$ cat config.mk
export PLATFORM = sky130hd
export DESIGN_NAME = cursor_engine
export DESIGN_NICKNAME = d
export VERILOG_FILES = /design/src/rtl/cursor_engine.sv
export SDC_FILE = /design/constraint.sdc
export NUM_CORES = 1
export LEC_CHECK = 0
export ABC_AREA = 0
export CAP_MARGIN = 10
export CORE_MARGIN = 8
export CORE_UTILIZATION = 55
export DETAILED_ROUTE_END_ITERATION = 6
export PLACE_DENSITY = 0.77
export SYNTH_ARGS = -nofsm -noshare
export SYNTH_HDL_FRONTEND = slang
export SYNTH_SLANG_ARGS = --single-unit
$ cat constraint.sdc
create_clock -name clk -period 12.2 [get_ports clk]
set_input_delay 2.44 -clock clk [delete_from_list [all_inputs] [get_ports clk]]
set_output_delay 2.44 -clock clk [all_outputs]
set_load 0.05 [all_outputs]
$ cat src/rtl/cursor_engine.sv
// cursor_engine: cursor/margin state engine with scroll handshake; optional origin mode via CURSOR_ORIGIN_MODE_EN
module cursor_engine #(
    parameter int COLUMNS = 80,
    parameter int LINES   = 24,
    parameter int W       = 8
) (
    input  logic         clk,
    input  logic         rst,
    input  logic         cmd_valid,
    output logic         cmd_ready,
    input  logic [3:0]   cmd_type,
    input  logic [W-1:0] pn1,
    input  logic [W-1:0] pn2,
    output logic [W-1:0] cursor_row,
    output logic [W-1:0] cursor_col,
    output logic [W-1:0] scroll_top,
    output logic [W-1:0] scroll_bottom,
    output logic         scroll_valid,
    output logic         scroll_dir,
    input  logic         scroll_ready
);
    typedef enum logic {IDLE, SCROLL} state_t;

    localparam logic [W:0] MAX_ROW = (W+1)'(LINES - 1);
    localparam logic [W:0] MAX_COL = (W+1)'(COLUMNS - 1);
    localparam logic [W:0] ONE     = (W+1)'(1);

    localparam logic [3:0] C_CUP = 4'd1, C_CUF = 4'd2, C_CUB = 4'd3, C_CUD = 4'd4,
                           C_CUU = 4'd5, C_IND = 4'd6, C_RI = 4'd7, C_NEL = 4'd8,
                           C_CR = 4'd9, C_STBM = 4'd10, C_SC = 4'd11, C_RC = 4'd12,
                           C_CHA = 4'd13, C_VPA = 4'd14, C_OM = 4'd15;

    state_t state_q, state_d;
    logic [W-1:0] row_q, row_d, col_q, col_d, top_q, top_d, bot_q, bot_d;
    logic [W-1:0] srow_q, srow_d, scol_q, scol_d;
    logic dir_q, dir_d, accept, scroll_go, org;
    logic [W:0] row_w, col_w, top_w, bot_w, n_w, p1_w, p2_w, b_w;
    logic [W:0] abs_row, cup_col, cha_col, cuf_w, cub_w, cud_lim, cud_w, cuu_lim, cuu_w;

`ifdef CURSOR_ORIGIN_MODE_EN
    logic org_q, org_d, sorg_q, sorg_d;
    assign org = org_q;
`else
    assign org = 1'b0;
`endif

    assign cmd_ready     = (state_q == IDLE);
    assign scroll_valid  = (state_q == SCROLL);
    assign accept        = cmd_valid & cmd_ready;
    assign cursor_row    = row_q;
    assign cursor_col    = col_q;
    assign scroll_top    = top_q;
    assign scroll_bottom = bot_q;
    assign scroll_dir    = dir_q;

    // All arithmetic runs one bit wider than the coordinates so nothing wraps before clamping
    assign row_w   = {1'b0, row_q};
    assign col_w   = {1'b0, col_q};
    assign top_w   = {1'b0, top_q};
    assign bot_w   = {1'b0, bot_q};
    assign n_w     = (pn1 == '0) ? ONE : {1'b0, pn1};
    assign p1_w    = (pn1 == '0) ? '0 : {1'b0, pn1} - ONE;
    assign p2_w    = (pn2 == '0) ? '0 : {1'b0, pn2} - ONE;
    assign b_w     = (pn2 == '0 || p2_w > MAX_ROW) ? MAX_ROW : p2_w;
    assign abs_row = org ? ((top_w + p1_w > bot_w) ? bot_w : top_w + p1_w)
                         : ((p1_w > MAX_ROW) ? MAX_ROW : p1_w);
    assign cup_col = (p2_w > MAX_COL) ? MAX_COL : p2_w;
    assign cha_col = (p1_w > MAX_COL) ? MAX_COL : p1_w;
    assign cuf_w   = (col_w + n_w > MAX_COL) ? MAX_COL : col_w + n_w;
    assign cub_w   = (col_w >= n_w) ? col_w - n_w : '0;
    assign cud_lim = (org || row_w <= bot_w) ? bot_w : MAX_ROW;
    assign cud_w   = (row_w + n_w > cud_lim) ? cud_lim : row_w + n_w;
    assign cuu_lim = (org || row_w >= top_w) ? top_w : '0;
    assign cuu_w   = (row_w >= cuu_lim + n_w) ? row_w - n_w : cuu_lim;

    // Command execution: next cursor/margin/saved state and scroll trigger for an accepted command
    always_comb begin
        row_d     = row_q;
        col_d     = col_q;
        top_d     = top_q;
        bot_d     = bot_q;
        srow_d    = srow_q;
        scol_d    = scol_q;
        dir_d     = dir_q;
        scroll_go = 1'b0;
`ifdef CURSOR_ORIGIN_MODE_EN
        org_d     = org_q;
        sorg_d    = sorg_q;
`endif
        if (accept) begin
            case (cmd_type)
                C_CUP: begin
                    row_d = W'(abs_row);
                    col_d = W'(cup_col);
                end
                C_CUF: col_d = W'(cuf_w);
                C_CUB: col_d = W'(cub_w);
                C_CUD: row_d = W'(cud_w);
                C_CUU: row_d = W'(cuu_w);
                C_IND, C_NEL: begin
                    if (row_q == bot_q) begin
                        scroll_go = 1'b1;
                        dir_d     = 1'b0;
                    end else if (row_w != MAX_ROW) begin
                        row_d = W'(row_w + ONE);
                    end
                    if (cmd_type == C_NEL) col_d = '0;
                end
                C_RI: begin
                    if (row_q == top_q) begin
                        scroll_go = 1'b1;
                        dir_d     = 1'b1;
                    end else if (row_q != '0) begin
                        row_d = W'(row_w - ONE);
                    end
                end
                C_CR: col_d = '0;
                C_STBM: begin
                    if (p1_w < b_w) begin
                        top_d = W'(p1_w);
                        bot_d = W'(b_w);
                        row_d = org ? W'(p1_w) : '0;
                        col_d = '0;
                    end
                end
                C_SC: begin
                    srow_d = row_q;
                    scol_d = col_q;
`ifdef CURSOR_ORIGIN_MODE_EN
                    sorg_d = org_q;
`endif
                end
                C_RC: begin
                    row_d = srow_q;
                    col_d = scol_q;
`ifdef CURSOR_ORIGIN_MODE_EN
                    org_d = sorg_q;
`endif
                end
                C_CHA: col_d = W'(cha_col);
                C_VPA: row_d = W'(abs_row);
`ifdef CURSOR_ORIGIN_MODE_EN
                C_OM: begin
                    org_d = (pn1 != '0);
                    row_d = (pn1 != '0) ? top_q : '0;
                    col_d = '0;
                end
`endif
                default: ;
            endcase
        end
    end

    // Scroll handshake FSM: hold the request until the text buffer takes it
    always_comb begin
        state_d = state_q;
        state_d = (state_q == IDLE) ? (scroll_go ? SCROLL : IDLE)
                                    : (scroll_ready ? IDLE : SCROLL);
    end

    // State registers with synchronous reset
    always_ff @(posedge clk) begin
        if (rst) begin
            state_q <= IDLE;
            row_q   <= '0;
            col_q   <= '0;
            top_q   <= '0;
            bot_q   <= W'(MAX_ROW);
            srow_q  <= '0;
            scol_q  <= '0;
            dir_q   <= 1'b0;
`ifdef CURSOR_ORIGIN_MODE_EN
            org_q   <= 1'b0;
            sorg_q  <= 1'b0;
`endif
        end else begin
            state_q <= state_d;
            row_q   <= row_d;
            col_q   <= col_d;
            top_q   <= top_d;
            bot_q   <= bot_d;
            srow_q  <= srow_d;
            scol_q  <= scol_d;
            dir_q   <= dir_d;
`ifdef CURSOR_ORIGIN_MODE_EN
            org_q   <= org_d;
            sorg_q  <= sorg_d;
`endif
        end
    end
endmodule

==> flow_metrics.env <==
export IMPL_placed_area_sq_mm=0.00697
export IMPL_p_per_area_mw_per_mm2=86.8
export IMPL_post_cts_buffers=0
export IMPL_cp_num_buf_inv=4
export IMPL_worstSetupStartpoint="pn1[0]"
export IMPL_relSlewSlack_pct=25.7
export IMPL_grt_max_degree=30
export IMPL_dp_hpwl_mm=16.5
export IMPL_status="completed"
export IMPL_post_layout_nonfiller_instances=1010
export IMPL_stdcell_area_sq_mm=0.00712
export IMPL_worstSetupPathType="input port to flip-flop"
export IMPL_dp_cells=1002
export IMPL_antenna_cells=0
export IMPL_r2r_start="cursor_row[0]"
export IMPL_htree_levels=2
export IMPL_grt_usage_pct=27.3
export IMPL_synthToLayoutAreaGrowth_pct=12.4
export IMPL_synthMuxAreaShare_pct=2.96
export IMPL_grt_pass1_wl_mm=32.7
export IMPL_cp_max_fo=11
export IMPL_clkLatencyLatePin_ns=0.29
export IMPL_synth_top_family_by_area="compound AO/OA/AOI/OAI gates"
export IMPL_synth_top_cell_by_area="ha_1"
export IMPL_vias=6556
export IMPL_startpoint_type="input port"
export IMPL_cts_hold_buf=0
export IMPL_final_util_pct=62.9
export IMPL_yosys_area_share_simple_pct=22.6
export IMPL_ios=59
export IMPL_ir_drop_mv=0.0748
export IMPL_timing_final_crit_period_ns=7.34
export IMPL_arrival_ns=7.50
export IMPL_path_clk_slew_ns=0.07
export IMPL_vias_per_cell=6.49
export IMPL_syn_inst=832
export IMPL_grt_ovfl_total=0
export IMPL_detail_route_iter0_violations=647
export IMPL_ctsResizeCount=0
export IMPL_seqPwrFrac_pct=30.4
export IMPL_synth_xor_area_share_pct=4.84
export IMPL_drive_gt1_share_pct=4.50
export IMPL_yosysSeqAreaShare_pct=15.8
export IMPL_drc=0
export IMPL_netSwitchingPower_uw=257
export IMPL_row_count=39
export IMPL_drtAntennaViolNets=0
export IMPL_design_die_area_sq_mm=0.0152
export IMPL_finalSetupTns_ns=0
export IMPL_pwr_share_comb_pct=46.0
export IMPL_finalSetupViolCount=0
export IMPL_worstHoldStart="srow_q[1]"
export IMPL_final_hold_viol_count=0
export IMPL_cts_sinks=50
export IMPL_path_cells="clkdlybuf4s50_1 > inv_1 > ha_1 > or3b_1 > o21ai_0 > buf_4 > inv_1 > ha_1 > a21o_1 > a21o_1 > a21o_1 > a21oi_1 > o21ai_0 > xnor2_1 > ha_1 > a2111o_1 > a31oi_1 > o21ai_1 > o211a_1 > mux2_2 > a221oi_1 > a21oi_2"
export IMPL_fin_skew_ns=0.00430
export IMPL_fmax_mhz=136
export IMPL_critPathMaxStageDelay_ns=0.52
export IMPL_swShare_pct=41.5
export IMPL_port_buffers=58
export IMPL_gp_congestion=0.912
export IMPL_die_w_um=123
export IMPL_synth_compound_area_share_pct=27.6
export IMPL_worst_pin_slew_ns=1.11
export IMPL_async_reset_ff_share_pct=0
export IMPL_cts_tree="done"
export IMPL_postSynthAreaPerCell_sq_um=7.62
export IMPL_root_buffer="clkbuf_16"
export IMPL_rsz0062_at_grt="no"
export IMPL_cts_made_buffers=5
export IMPL_core_sq_mm=0.0113
export IMPL_fin_crit_sh_pct=60.1
export IMPL_dr_pass1_iters=5
export IMPL_fp_dieH_um=123
export IMPL_routed_wl_mm=21.0
export IMPL_synth_edff_count=0
export IMPL_power_report_internal_total_uw=361
export IMPL_cts_buffer_depth=2
export IMPL_synthAdderAreaFrac_pct=19.9
export IMPL_grt_pass1_vias=6072
export IMPL_avgRoutedWirePerCell_um=20.8
export IMPL_power_frac_clock_pct=23.6
export IMPL_ys_seq_elements=50
export IMPL_initial_utilization_pct=56.0
export IMPL_leakage_uw=0.00299
export IMPL_maxCapViolations=0
export IMPL_nets=987
export IMPL_synth_distinct_cells=78
export IMPL_crit_slowest_cell="clkdlybuf4s50_1"
export IMPL_synth_top_cell_area_share_pct=18.0
export IMPL_antenna_found_initial=0
export IMPL_final_max_slew_viol_count=0
export IMPL_required_ns=12.36
export IMPL_ys_top_cells_by_area="ha_1 18%, dfxtp_1 16%, nand2_1 4.7%"
export IMPL_ys_warn_count=0
export IMPL_min_path_type="flip-flop to flip-flop"
export IMPL_end_kind="flip-flop"
export IMPL_synth_ff_type="dfxtp_1"
export IMPL_crit_family="compound AO/OA/AOI/OAI gates"
export IMPL_syn_area_sq_mm=0.00634
## flip-flops by register name (all words and copies together) (netlist names)
name,flops
srow_q,8
cursor_row,8
scroll_dir,1
cursor_col,8
scroll_bottom,8
scol_q,8
scroll_top,8
scroll_valid,1
## area by class of cell
type | count | area, sq um
Clock buffer | 6 | 139
Fill cell | 1059 | 4200
Multi-Input combinational cell | 688 | 4950
Clock inverter | 2 | 12.5
Inverter | 58 | 218
Sequential cell | 50 | 1000
Timing Repair Buffer | 63 | 618
Tap cell | 143 | 179
## routing by layer
layer  global-route usage, %  up-vias  wire length (um)  part of all wire, %
met5                       0        -                 0                    0
met3                    4.06       37              1730                  8.2
met4                    7.83        0               422                  2.0
met2                    42.0      315              9200                   44
met1                    38.7     3073              9610                   46
li1                        -     3131                 -                    -
## worst register-to-register path, cell delays in order (launching register included)
cell	delay, ns
dfxtp_1	0.60
inv_1	0.28
ha_1	0.38
nor3b_1	0.21
o21ai_1	0.10
a21oi_1	0.50
nor2_1	0.19
ha_1	0.33
a21o_1	0.19
a21o_1	0.20
a21o_1	0.18
a21oi_1	0.22
o21ai_0	0.16
xnor2_1	0.15
ha_1	0.20
a2111o_1	0.34
a31oi_1	0.14
o21ai_1	0.08
o211a_1	0.27
mux2_2	0.33
a221oi_1	0.34
a21oi_2	0.09
## cells by family (layout without fill, tap and decap cells)
kind of cell             after synthesis  in the layout
XOR/XNOR                              35             35
buffers and inverters                 97            129
multiplexers                          18             18
other                                  1              4
adder cells (fa/ha/maj)               97             97
flip-flops                            50             50
AND/OR/NAND/NOR                      286            286
AO/OA/AOI/OAI                        248            248
## through the flow
| step | hold slack (ns) | total power [uW] | setup WS, ns |
|---|---|---|---|
| 6_report | 0.457 | 618 | 4.86 |
| 5_1_grt | 0.475 | 650 | 4.45 |
| 3_5_place_dp | 0.448 | 467 | 4.57 |
| 2_1_floorplan | 0.436 | 386 | 5.06 |
| 3_3_place_gp | 0.442 | 462 | 4.70 |
| 4_1_cts | 0.458 | 611 | 4.85 |
## final timing paths
| check | slack [ns] | cells after the start | to |
|---|---|---|---|
| max reg2reg | 6.61 | 21 | cursor_row[3] |
| min reg2reg | 0.46 | 2 | srow_q[1] |
| max | 4.86 | 22 | cursor_row[3] |
| min | 0.46 | 2 | srow_q[1] |
## cell usage after synthesis (5+ instances only)
| cell | n |
|---|---|
| a2111oi_0 | 5 |
| a211oi_1 | 12 |
| a21o_1 | 16 |
| a21oi_1 | 58 |
| a221o_1 | 8 |
| a221oi_1 | 7 |
| a22oi_1 | 8 |
| a31oi_1 | 12 |
| and3_1 | 8 |
| buf_2 | 6 |
| clkbuf_1 | 28 |
| dfxtp_1 | 50 |
| fa_1 | 6 |
| ha_1 | 91 |
| inv_1 | 58 |
| mux2_2 | 5 |
| mux2i_1 | 12 |
| nand2_1 | 79 |
| nand2b_1 | 15 |
| nand3_1 | 11 |
| nand4_1 | 15 |
| nor2_1 | 70 |
| nor2b_1 | 18 |
| nor3_1 | 25 |
| o211ai_1 | 8 |
| o21a_1 | 7 |
| o21ai_0 | 32 |
| o21ai_1 | 5 |
| o21ai_2 | 7 |
| o22ai_1 | 5 |
| o31ai_1 | 8 |
| o32ai_1 | 6 |
| or3_1 | 9 |
| or4_1 | 7 |
| xnor2_1 | 29 |
| xor2_1 | 6 |
## power groups by stage
stage	Combinational (uW)	Sequential, uW	Clock, uW
floorplan	185	201	0
global placement	271	191	0
detailed placement	276	191	0
CTS	279	187	145
global route	309	188	152
finish	284	188	146
## cell usage in the layout (no fill, tap or decap), types with 5 or more instances in the layout
cell,Yosys,final
inv_1,58,58
and3_1,8,8
a2111oi_0,5,5
a221oi_1,7,7
mux2_2,5,5
xor2_1,6,6
clkdlybuf4s50_1,0,58
clkbuf_16,0,5
or4_1,7,7
dfxtp_1,50,50
a21oi_1,58,58
nor2_1,70,70
nand3_1,11,11
o21a_1,7,7
nand2b_1,15,15
a22oi_1,8,8
o211ai_1,8,8
mux2i_1,12,12
nor3_1,25,25
o31ai_1,8,8
ha_1,91,91
o21ai_0,32,32
or3_1,9,9
a21o_1,16,16
nand4_1,15,15
fa_1,6,6
buf_4,0,5
a31oi_1,12,12
nand2_1,79,79
a211oi_1,12,12
a221o_1,8,8
o21ai_2,7,7
nor2b_1,18,18
o22ai_1,5,5
o21ai_1,5,5
o32ai_1,6,6
xnor2_1,29,29
(Power assumes the default switching activity.)
